===== config.mk =====
export PLATFORM = sky130hd
export DESIGN_NAME = sound_tone_gen
export DESIGN_NICKNAME = d
export VERILOG_FILES = /design/src/rtl/sound_tone_gen.sv
export SDC_FILE = /design/constraint.sdc
export NUM_CORES = 1
export LEC_CHECK = 0
export CAP_MARGIN = 10
export CORE_MARGIN = 2
export CORE_UTILIZATION = 40
export DETAILED_ROUTE_END_ITERATION = 8
export PLACE_DENSITY_LB_ADDON = 0.12
export SYNTH_ARGS = -nofsm -noshare
export SYNTH_HDL_FRONTEND = slang
export SYNTH_SLANG_ARGS = --single-unit

===== constraint.sdc =====
create_clock -name clk -period 8.4 [get_ports clk]
set_input_delay 1.68 -clock clk [delete_from_list [all_inputs] [get_ports clk]]
set_output_delay 1.68 -clock clk [all_outputs]
set_load 0.05 [all_outputs]

===== src/rtl/sound_tone_gen.sv =====
// Note-table square-wave tone generator with a linear-fade sample path for the DAC.
// Optional eat-effect warble is built only when SOUND_TONE_GEN_EAT_WARBLE_EN is defined.
module sound_tone_gen #(
    parameter int CLK_FREQ_HZ   = 50_000_000,
    parameter int AMP_MAX       = 16384,
    parameter int AMP_STEP      = 1024,
    parameter int RELEASE_TICK  = 1000,
    parameter int WARBLE_CYCLES = 2_500_000
) (
    input  logic        clk,
    input  logic        resetN,
    input  logic        Enable_Sound,
    input  logic [3:0]  frequency,
    input  logic        Enable_Eat,
    output logic        audio_out,
    output logic [15:0] sample,
    output logic        active
);

    localparam int REL_W = (RELEASE_TICK > 1) ? $clog2(RELEASE_TICK) : 1;
    localparam logic [15:0]      AMP_MAX_V  = 16'(AMP_MAX);
    localparam logic [15:0]      AMP_STEP_V = 16'(AMP_STEP);
    localparam logic [REL_W-1:0] REL_LAST   = REL_W'(RELEASE_TICK - 1);

    typedef enum logic [1:0] {
        IDLE    = 2'd0,
        PLAY    = 2'd1,
        RELEASE = 2'd2
    } state_t;

    state_t           state_reg, state_next;
    logic             phase_reg, phase_next;
    logic [19:0]      hp_cnt_reg, hp_cnt_next;
    logic [15:0]      amp_reg, amp_next;
    logic [3:0]       code_q_reg, code_q_next;
    logic [REL_W-1:0] rel_cnt_reg, rel_cnt_next;
    logic [3:0]       eff_code;
    logic [19:0]      hp_table [16];

    function automatic int note_freq(input int c);
        case (c)
            0:       return 523;
            1:       return 554;
            2:       return 587;
            3:       return 622;
            4:       return 659;
            5:       return 698;
            6:       return 740;
            7:       return 784;
            8:       return 831;
            9:       return 880;
            10:      return 932;
            11:      return 988;
            12:      return 1047;
            13:      return 1175;
            14:      return 1319;
            default: return 1568;
        endcase
    endfunction

    // Half-period table is pure elaboration-time constants.
    generate
        for (genvar gi = 0; gi < 16; gi++) begin : g_hp
            assign hp_table[gi] = 20'(CLK_FREQ_HZ / (2 * note_freq(gi)));
        end
    endgenerate

`ifdef SOUND_TONE_GEN_EAT_WARBLE_EN
    localparam int WRB_W = (WARBLE_CYCLES > 1) ? $clog2(WARBLE_CYCLES) : 1;
    localparam logic [WRB_W-1:0] WRB_LAST = WRB_W'(WARBLE_CYCLES - 1);

    logic [WRB_W-1:0] wrb_cnt_reg, wrb_cnt_next;
    logic             warble_sel_reg, warble_sel_next;

    always_comb begin
        wrb_cnt_next    = '0;
        warble_sel_next = 1'b0;
        if (state_reg == PLAY && Enable_Eat) begin
            if (wrb_cnt_reg == WRB_LAST) begin
                wrb_cnt_next    = '0;
                warble_sel_next = ~warble_sel_reg;
            end else begin
                wrb_cnt_next    = wrb_cnt_reg + WRB_W'(1);
                warble_sel_next = warble_sel_reg;
            end
        end
    end

    always_ff @(posedge clk) begin
        if (resetN) begin
            wrb_cnt_reg    <= '0;
            warble_sel_reg <= 1'b0;
        end else begin
            wrb_cnt_reg    <= wrb_cnt_next;
            warble_sel_reg <= warble_sel_next;
        end
    end

    assign eff_code = !warble_sel_reg      ? frequency :
                      (frequency > 4'd13)  ? 4'd15     : frequency + 4'd2;
`else
    logic unused_eat;
    assign unused_eat = Enable_Eat;
    assign eff_code   = frequency;
`endif

    // code_q is kept as observable state of the note currently sounding.
    logic unused_code;
    assign unused_code = ^code_q_reg;

    always_comb begin
        state_next   = state_reg;
        phase_next   = phase_reg;
        hp_cnt_next  = hp_cnt_reg;
        amp_next     = amp_reg;
        code_q_next  = code_q_reg;
        rel_cnt_next = rel_cnt_reg;

        // Note changes land only on a half-period boundary, so no short pulses.
        if (state_reg != IDLE) begin
            if (hp_cnt_reg == 20'd0) begin
                phase_next  = ~phase_reg;
                code_q_next = frequency;
                hp_cnt_next = hp_table[eff_code] - 20'd1;
            end else begin
                hp_cnt_next = hp_cnt_reg - 20'd1;
            end
        end

        case (state_reg)
            IDLE: begin
                if (Enable_Sound) begin
                    state_next   = PLAY;
                    code_q_next  = frequency;
                    hp_cnt_next  = hp_table[frequency] - 20'd1;
                    phase_next   = 1'b1;
                    amp_next     = AMP_MAX_V;
                    rel_cnt_next = '0;
                end
            end
            PLAY: begin
                if (!Enable_Sound) begin
                    state_next   = RELEASE;
                    rel_cnt_next = '0;
                end
            end
            RELEASE: begin
                if (Enable_Sound) begin
                    state_next   = PLAY;
                    amp_next     = AMP_MAX_V;
                    rel_cnt_next = '0;
                end else if (amp_reg == 16'd0) begin
                    state_next   = IDLE;
                    phase_next   = 1'b0;
                    hp_cnt_next  = 20'd0;
                    rel_cnt_next = '0;
                end else if (rel_cnt_reg == REL_LAST) begin
                    rel_cnt_next = '0;
                    amp_next     = (amp_reg > AMP_STEP_V) ? amp_reg - AMP_STEP_V : 16'd0;
                end else begin
                    rel_cnt_next = rel_cnt_reg + REL_W'(1);
                end
            end
            default: state_next = IDLE;
        endcase
    end

    always_ff @(posedge clk) begin
        if (resetN) begin
            state_reg   <= IDLE;
            phase_reg   <= 1'b0;
            hp_cnt_reg  <= 20'd0;
            amp_reg     <= 16'd0;
            code_q_reg  <= 4'd0;
            rel_cnt_reg <= '0;
        end else begin
            state_reg   <= state_next;
            phase_reg   <= phase_next;
            hp_cnt_reg  <= hp_cnt_next;
            amp_reg     <= amp_next;
            code_q_reg  <= code_q_next;
            rel_cnt_reg <= rel_cnt_next;
        end
    end

    assign active    = (state_reg != IDLE);
    assign audio_out = (state_reg == PLAY) && phase_reg;
    assign sample    = (state_reg == IDLE) ? 16'd0 :
                       phase_reg           ? amp_reg : (~amp_reg + 16'd1);

endmodule


==> results.cfg <==
[min_path]
min_path_type = reg2reg
min_path_cells = 1

[cts]
cts_tree = yes
clk_pin_slew_ps = 80
clock-sinks = 39
root_buffer = clkbuf_8
h-tree-depth = 2
cts_buffer_depth = 2
cts_resized = 0
holdBufCountCts = 0
post-cts-setup-buffer-count = 0
numCtsBuffers = 5
clk_latency_ps = 300

[finish]
multi_input_area_um2 = 2280
area_growth_pct = 8.42
antenna_cells = 0
fin_nets = 449
largest_reg_flops = 20
n_fill_cell = 821
drive_above_1_share = 0.0773
regArea_um2 = 781
final_core_util = 0.452

[routing]
wl_met3_um = 270
maxUsedRoutingLayer = met4
drt-met1-wl_um = 3820
vias_per_cell = 5.74
met2WireLength_um = 3900
num_vias = 3039
drt-total-wl_um = 8150
drtAntennaViolNets = 0
routedWlPerCell_um = 15.4
drcViolationCount = 0
drtIter0Drc = 157
firstDrtPassIters = 4

[global_routing]
antenna_found_initial = 0
grt_pass1_wl_um = 13600
overflow = 0
grt_pass1_vias = 2793
grt.total_usage = 0.191
grt_max_degree = 29

[yosys]
synth_top_area_cell = dfxtp_1
synth_adder_area_share = 0.0579
synth_top_family_by_area = simple AND/OR/NAND/NOR gates
yosysMostFrequentCell = nor2_1
synthTopCellsByArea = dfxtp_1, nor2_1, ha_1, a21oi_1, o21ai_0
synth_compound_area_frac = 0.241
seq_area_frac_synth = 0.241
yosysTopAreaCellShare = 0.241
syn_inst = 424
synth_mux_area_frac = 0.0456
synth-xor-area-share = 0.0595
synthSimpleGateAreaFrac = 0.287
synthTopCellsByCount = nor2_1, dfxtp_1, a21oi_1
synth.avg_cell_area_um2 = 7.64
synth_area_um2 = 3240
yosys_warnings = 0
synth_flop_cell = dfxtp_1
ys_types = 68
synthArstFlopShare = 0
synth_edf_count = 0
synth-seq-cells = 39

[setup_path]
endpoint = hp_cnt_reg[9]$_SDFF_PP0_
crit_fanout = 25
slowest_stage = clkdlybuf4s50_1
rr_endpoint = hp_cnt_reg[14]$_SDFF_PP0_
cp_top_family = compound AO/OA/AOI/OAI gates
crit_chain = clkdlybuf4s50_1, inv_1, ha_1, nor3_1, a21oi_1, a2111oi_1, a21oi_1, a221oi_2
reg2reg_depth = 8
critPathBufInv = 2
crit_required_ps = 8620
r2r_start = amp_reg[10]$_SDFFE_PP0P_
worst_path_most_repeated_cell = a21oi_1
path_class = in2reg
startpoint = frequency[2]
worst_ep_arrival_time_ps = 4730
end_kind = flop
critPathMaxStageDelay_ps = 1010
cp.depth = 8
ff2ff_setup_slack_ps = 5400
worst_setup_path_start_kind = primary input

[sta]
setup_tns_ps = 0
fmax_ghz = 0.222
fin_skew_ps = 7.48
hold_viol_final = 0
fin_crit_sh = 0.537
max_slew.worst_pin.slew_ps = 1070
rsz0062_at_grt = false
period_minus_slack_ps = 4510
maxSlewViolCount = 0
setup_viol_count_final = 0
maxSlewHeadroom = 0.283
holdWs_ps = 516
fin_ws_ps = 3890

[placed_design]
port_buffers = 14
dp_slack_ps = 3580
gp_congestion = 0.828
dpl.hpwl_um = 5940

[floorplanning]
die_area_um2 = 8830
num_rows = 32
io_pins = 26
die_w_um = 94.0
die_h_um = 94.0
initial_core_util = 0.417
core_area_um2 = 7770

[pwr]
ir_worst_vdd_mv = 0.0689
power_density_nw_per_um2 = 167
leakagePower_nw = 1.26

[run_status]
status = finished clean

[run]
drv_cap = 0
## worst min-delay path by stage
stage | endpoint | startpoint | slack [ps]
after global placement | hp_cnt_reg[17]$_SDFF_PP0_ | hp_cnt_reg[17]$_SDFF_PP0_ | 490
after CTS | hp_cnt_reg[17]$_SDFF_PP0_ | hp_cnt_reg[17]$_SDFF_PP0_ | 510
final | hp_cnt_reg[17]$_SDFF_PP0_ | hp_cnt_reg[17]$_SDFF_PP0_ | 520
after global routing | hp_cnt_reg[17]$_SDFF_PP0_ | hp_cnt_reg[17]$_SDFF_PP0_ | 560
after floorplan | hp_cnt_reg[17]$_SDFF_PP0_ | hp_cnt_reg[17]$_SDFF_PP0_ | 460
after detailed placement | hp_cnt_reg[17]$_SDFF_PP0_ | hp_cnt_reg[17]$_SDFF_PP0_ | 490
## per-layer routing
| metal | up-vias | track usage |
|---|---|---|
| li1 | 1539 | - |
| met1 | 1430 | 0.241 |
| met2 | 56 | 0.336 |
| met3 | 14 | 0.0297 |
| met4 | 0 | 0.0556 |
| met5 | - | 0 |
## metrics by stage
step / instance area (µm²) / total power [mW] / instances
2_1_floorplan: 3270 / 0.388 / 433
3_3_place_gp: 3400 / 0.428 / 521
3_5_place_dp: 3400 / 0.430 / 521
4_1_cts: 3510 / 0.591 / 529
5_1_grt: 3510 / 0.623 / 529
6_report: 3510 / 0.588 / 529
## final cells by class
type / count / area share
well taps: 102 / 0.0363
clock inverters: 3 / 0.0125
inverters: 14 / 0.0150
repair buffers: 17 / 0.0463
clock buffers: 5 / 0.0196
multi-input cells: 349 / 0.648
flip-flops and latches: 39 / 0.222
## layout by cell type (no fill, tap or decap), types with 3 or more instances in the layout
master,n
xor2_1,9
nor3_1,20
a21oi_1,34
inv_1,14
nand4_1,5
nor2b_1,3
nor4_1,5
xnor2_1,13
dfxtp_1,39
ha_1,15
o21ai_0,28
o31ai_1,8
nand2_1,31
clkdlybuf4s50_1,14
nor2_1,51
o21a_1,5
a21o_1,4
mux2i_1,8
nand3_1,9
or4_1,4
a221oi_1,7
or3_1,6
nor3b_1,4
a211oi_1,8
a31oi_1,5
nand2b_1,5
and3_1,4
nor4b_1,4
conb_1,10
buf_4,3
or2_2,5
clkbuf_8,5
## cells by family (layout without fill, tap and decap cells)
kind of cell / after synthesis / count (layout)
and+or+nand+nor: 172 / 172
xor gates and xnor gates: 22 / 22
buffers and inverters: 45 / 39
AOI/OAI and AO/OA: 118 / 118
DFF: 39 / 39
muxes: 12 / 12
adders and majority gates: 15 / 15
other: 1 / 10
## power by group
part / internal (mW) / total [mW] / switching (mW)
combinational: 0.0795 / 0.209 / 0.130
sequential: 0.198 / 0.218 / 0.0203
clock: 0.0885 / 0.161 / 0.0723
total: 0.366 / 0.588 / 0.222
Power figures use the tool's default switching activity.
==> edit (same settings) <==
Encoding of `state_t`: now one-hot (3 bits for 3 states).
--- a/src/rtl/sound_tone_gen.sv
+++ b/src/rtl/sound_tone_gen.sv
@@ -24,6 +24,6 @@
 
-    typedef enum logic [1:0] {
-        IDLE    = 2'd0,
-        PLAY    = 2'd1,
-        RELEASE = 2'd2
+    typedef enum logic [2:0] {
+        IDLE    = 3'b001,
+        PLAY    = 3'b010,
+        RELEASE = 3'b100
     } state_t;
Function: no difference found for any inputs over 4 cycles, from zero or initial values and one cycle with resetN high; so few cycles prove little.
==> edit against the original RTL <==
Sequential cell count rose by 1. First-iteration DRC count decreased by 11%. Routed wire length shrank 2.5%. Setup slack worse by 260 ps. Sequential share of layout area grew 0.86 points. Area after synthesis down 0.27%. Cell count rose by 1.3%. Synthesized cell count grew 1.9%. Power up 4.1%. Design area down 1.2%. Critical endpoint is now hp_cnt_reg[10]. Largest cell class unchanged.
==> edit: results (changes against the original RTL) <==
synth:
  yosys-top-cells-area: "dfxtp_1, ha_1, nand2_1"
  ys_seq_area_share_pct: 24.8  # +0.69 points
  synth.lib_cells_used.distinct: 65  # -4.4%
  avgSynthCellArea_um2: 7.48  # -2.1%
global_routing:
  grt_use_met2_pct: 31.0  # -2.6 points
  grt_max_degree: 35  # +21%
  met1_usage_pct: 26.6  # +2.5 points
  grt_pass1_vias: 2837  # +1.6%
  grt.total_usage_pct: 19.2  # +0.098 points
power:
  p_comb_share_pct: 35.0  # -0.6 points
  power.internal_uw: 373  # +1.9%
  power.total_uw: 612  # +4.1%
timing:
  clock.fmax_mhz: 210  # -5.5%
setup_path:
  crit_end: "hp_cnt_reg[10]"
  rrSetupSlack_ps: 5570  # +170 ps
  cp_max_fo: 28  # +12%
  crit_family: "buffers and inverters"
  cp.arrival_ps: 4950  # +220 ps
  reg2regPathDepth: 6  # -2
route:
  wl_met2_um: 3580  # -8.1%
  met1_length_um: 3940  # +3.1%
  routedWlPerCell_um: 14.8  # -3.7%
  drt_iter0_markers: 139  # -11%
place:
  place.gp.congestion: 0.842  # +1.7%
  dp_hpwl_um: 5800  # -2.3%
  pre_cts_ws_ps: 3400  # -179 ps
  dp.cells: 528  # +1.3%
final_layout:
  fillCellCount: 819  # -0.24%
  num-nets-final: 457  # +1.8%
hold_path:
  min_to: "hp_cnt_reg[19]"
outcome:
  status: "completed"
[edit: logic make-up (layout without fill, tap and decap cells)]
| group | after synthesis | count (layout) | synth area share, % |
|---|---|---|---|
| multiplexers | 2 | 2 | 0.620 |
| AO/OA/AOI/OAI | 120 | 120 | 24.9 |
| XOR/XNOR | 27 | 27 | 7.32 |
| buffers and inverters | 48 | 41 | 7.98 |
| AND/OR/NAND/NOR | 178 | 178 | 28.1 |
| other | 1 | 10 | 0.116 |
| flip-flops | 40 | 40 | 24.8 |
| adder cells (fa/ha/maj) | 16 | 16 | 6.20 |
[edit: cell type report]
| type | count | area [um^2] | share of cell area [%] |
|---|---|---|---|
| Clock inverter | 3 | 46.3 | 1.33 |
| Multi-Input combinational cell | 353 | 2210 | 63.6 |
| Inverter | 17 | 63.8 | 1.84 |
| Timing Repair Buffer | 16 | 155 | 4.47 |
| Tap cell | 102 | 128 | 3.68 |
| Clock buffer | 5 | 68.8 | 1.98 |
| Sequential cell | 40 | 801 | 23.1 |
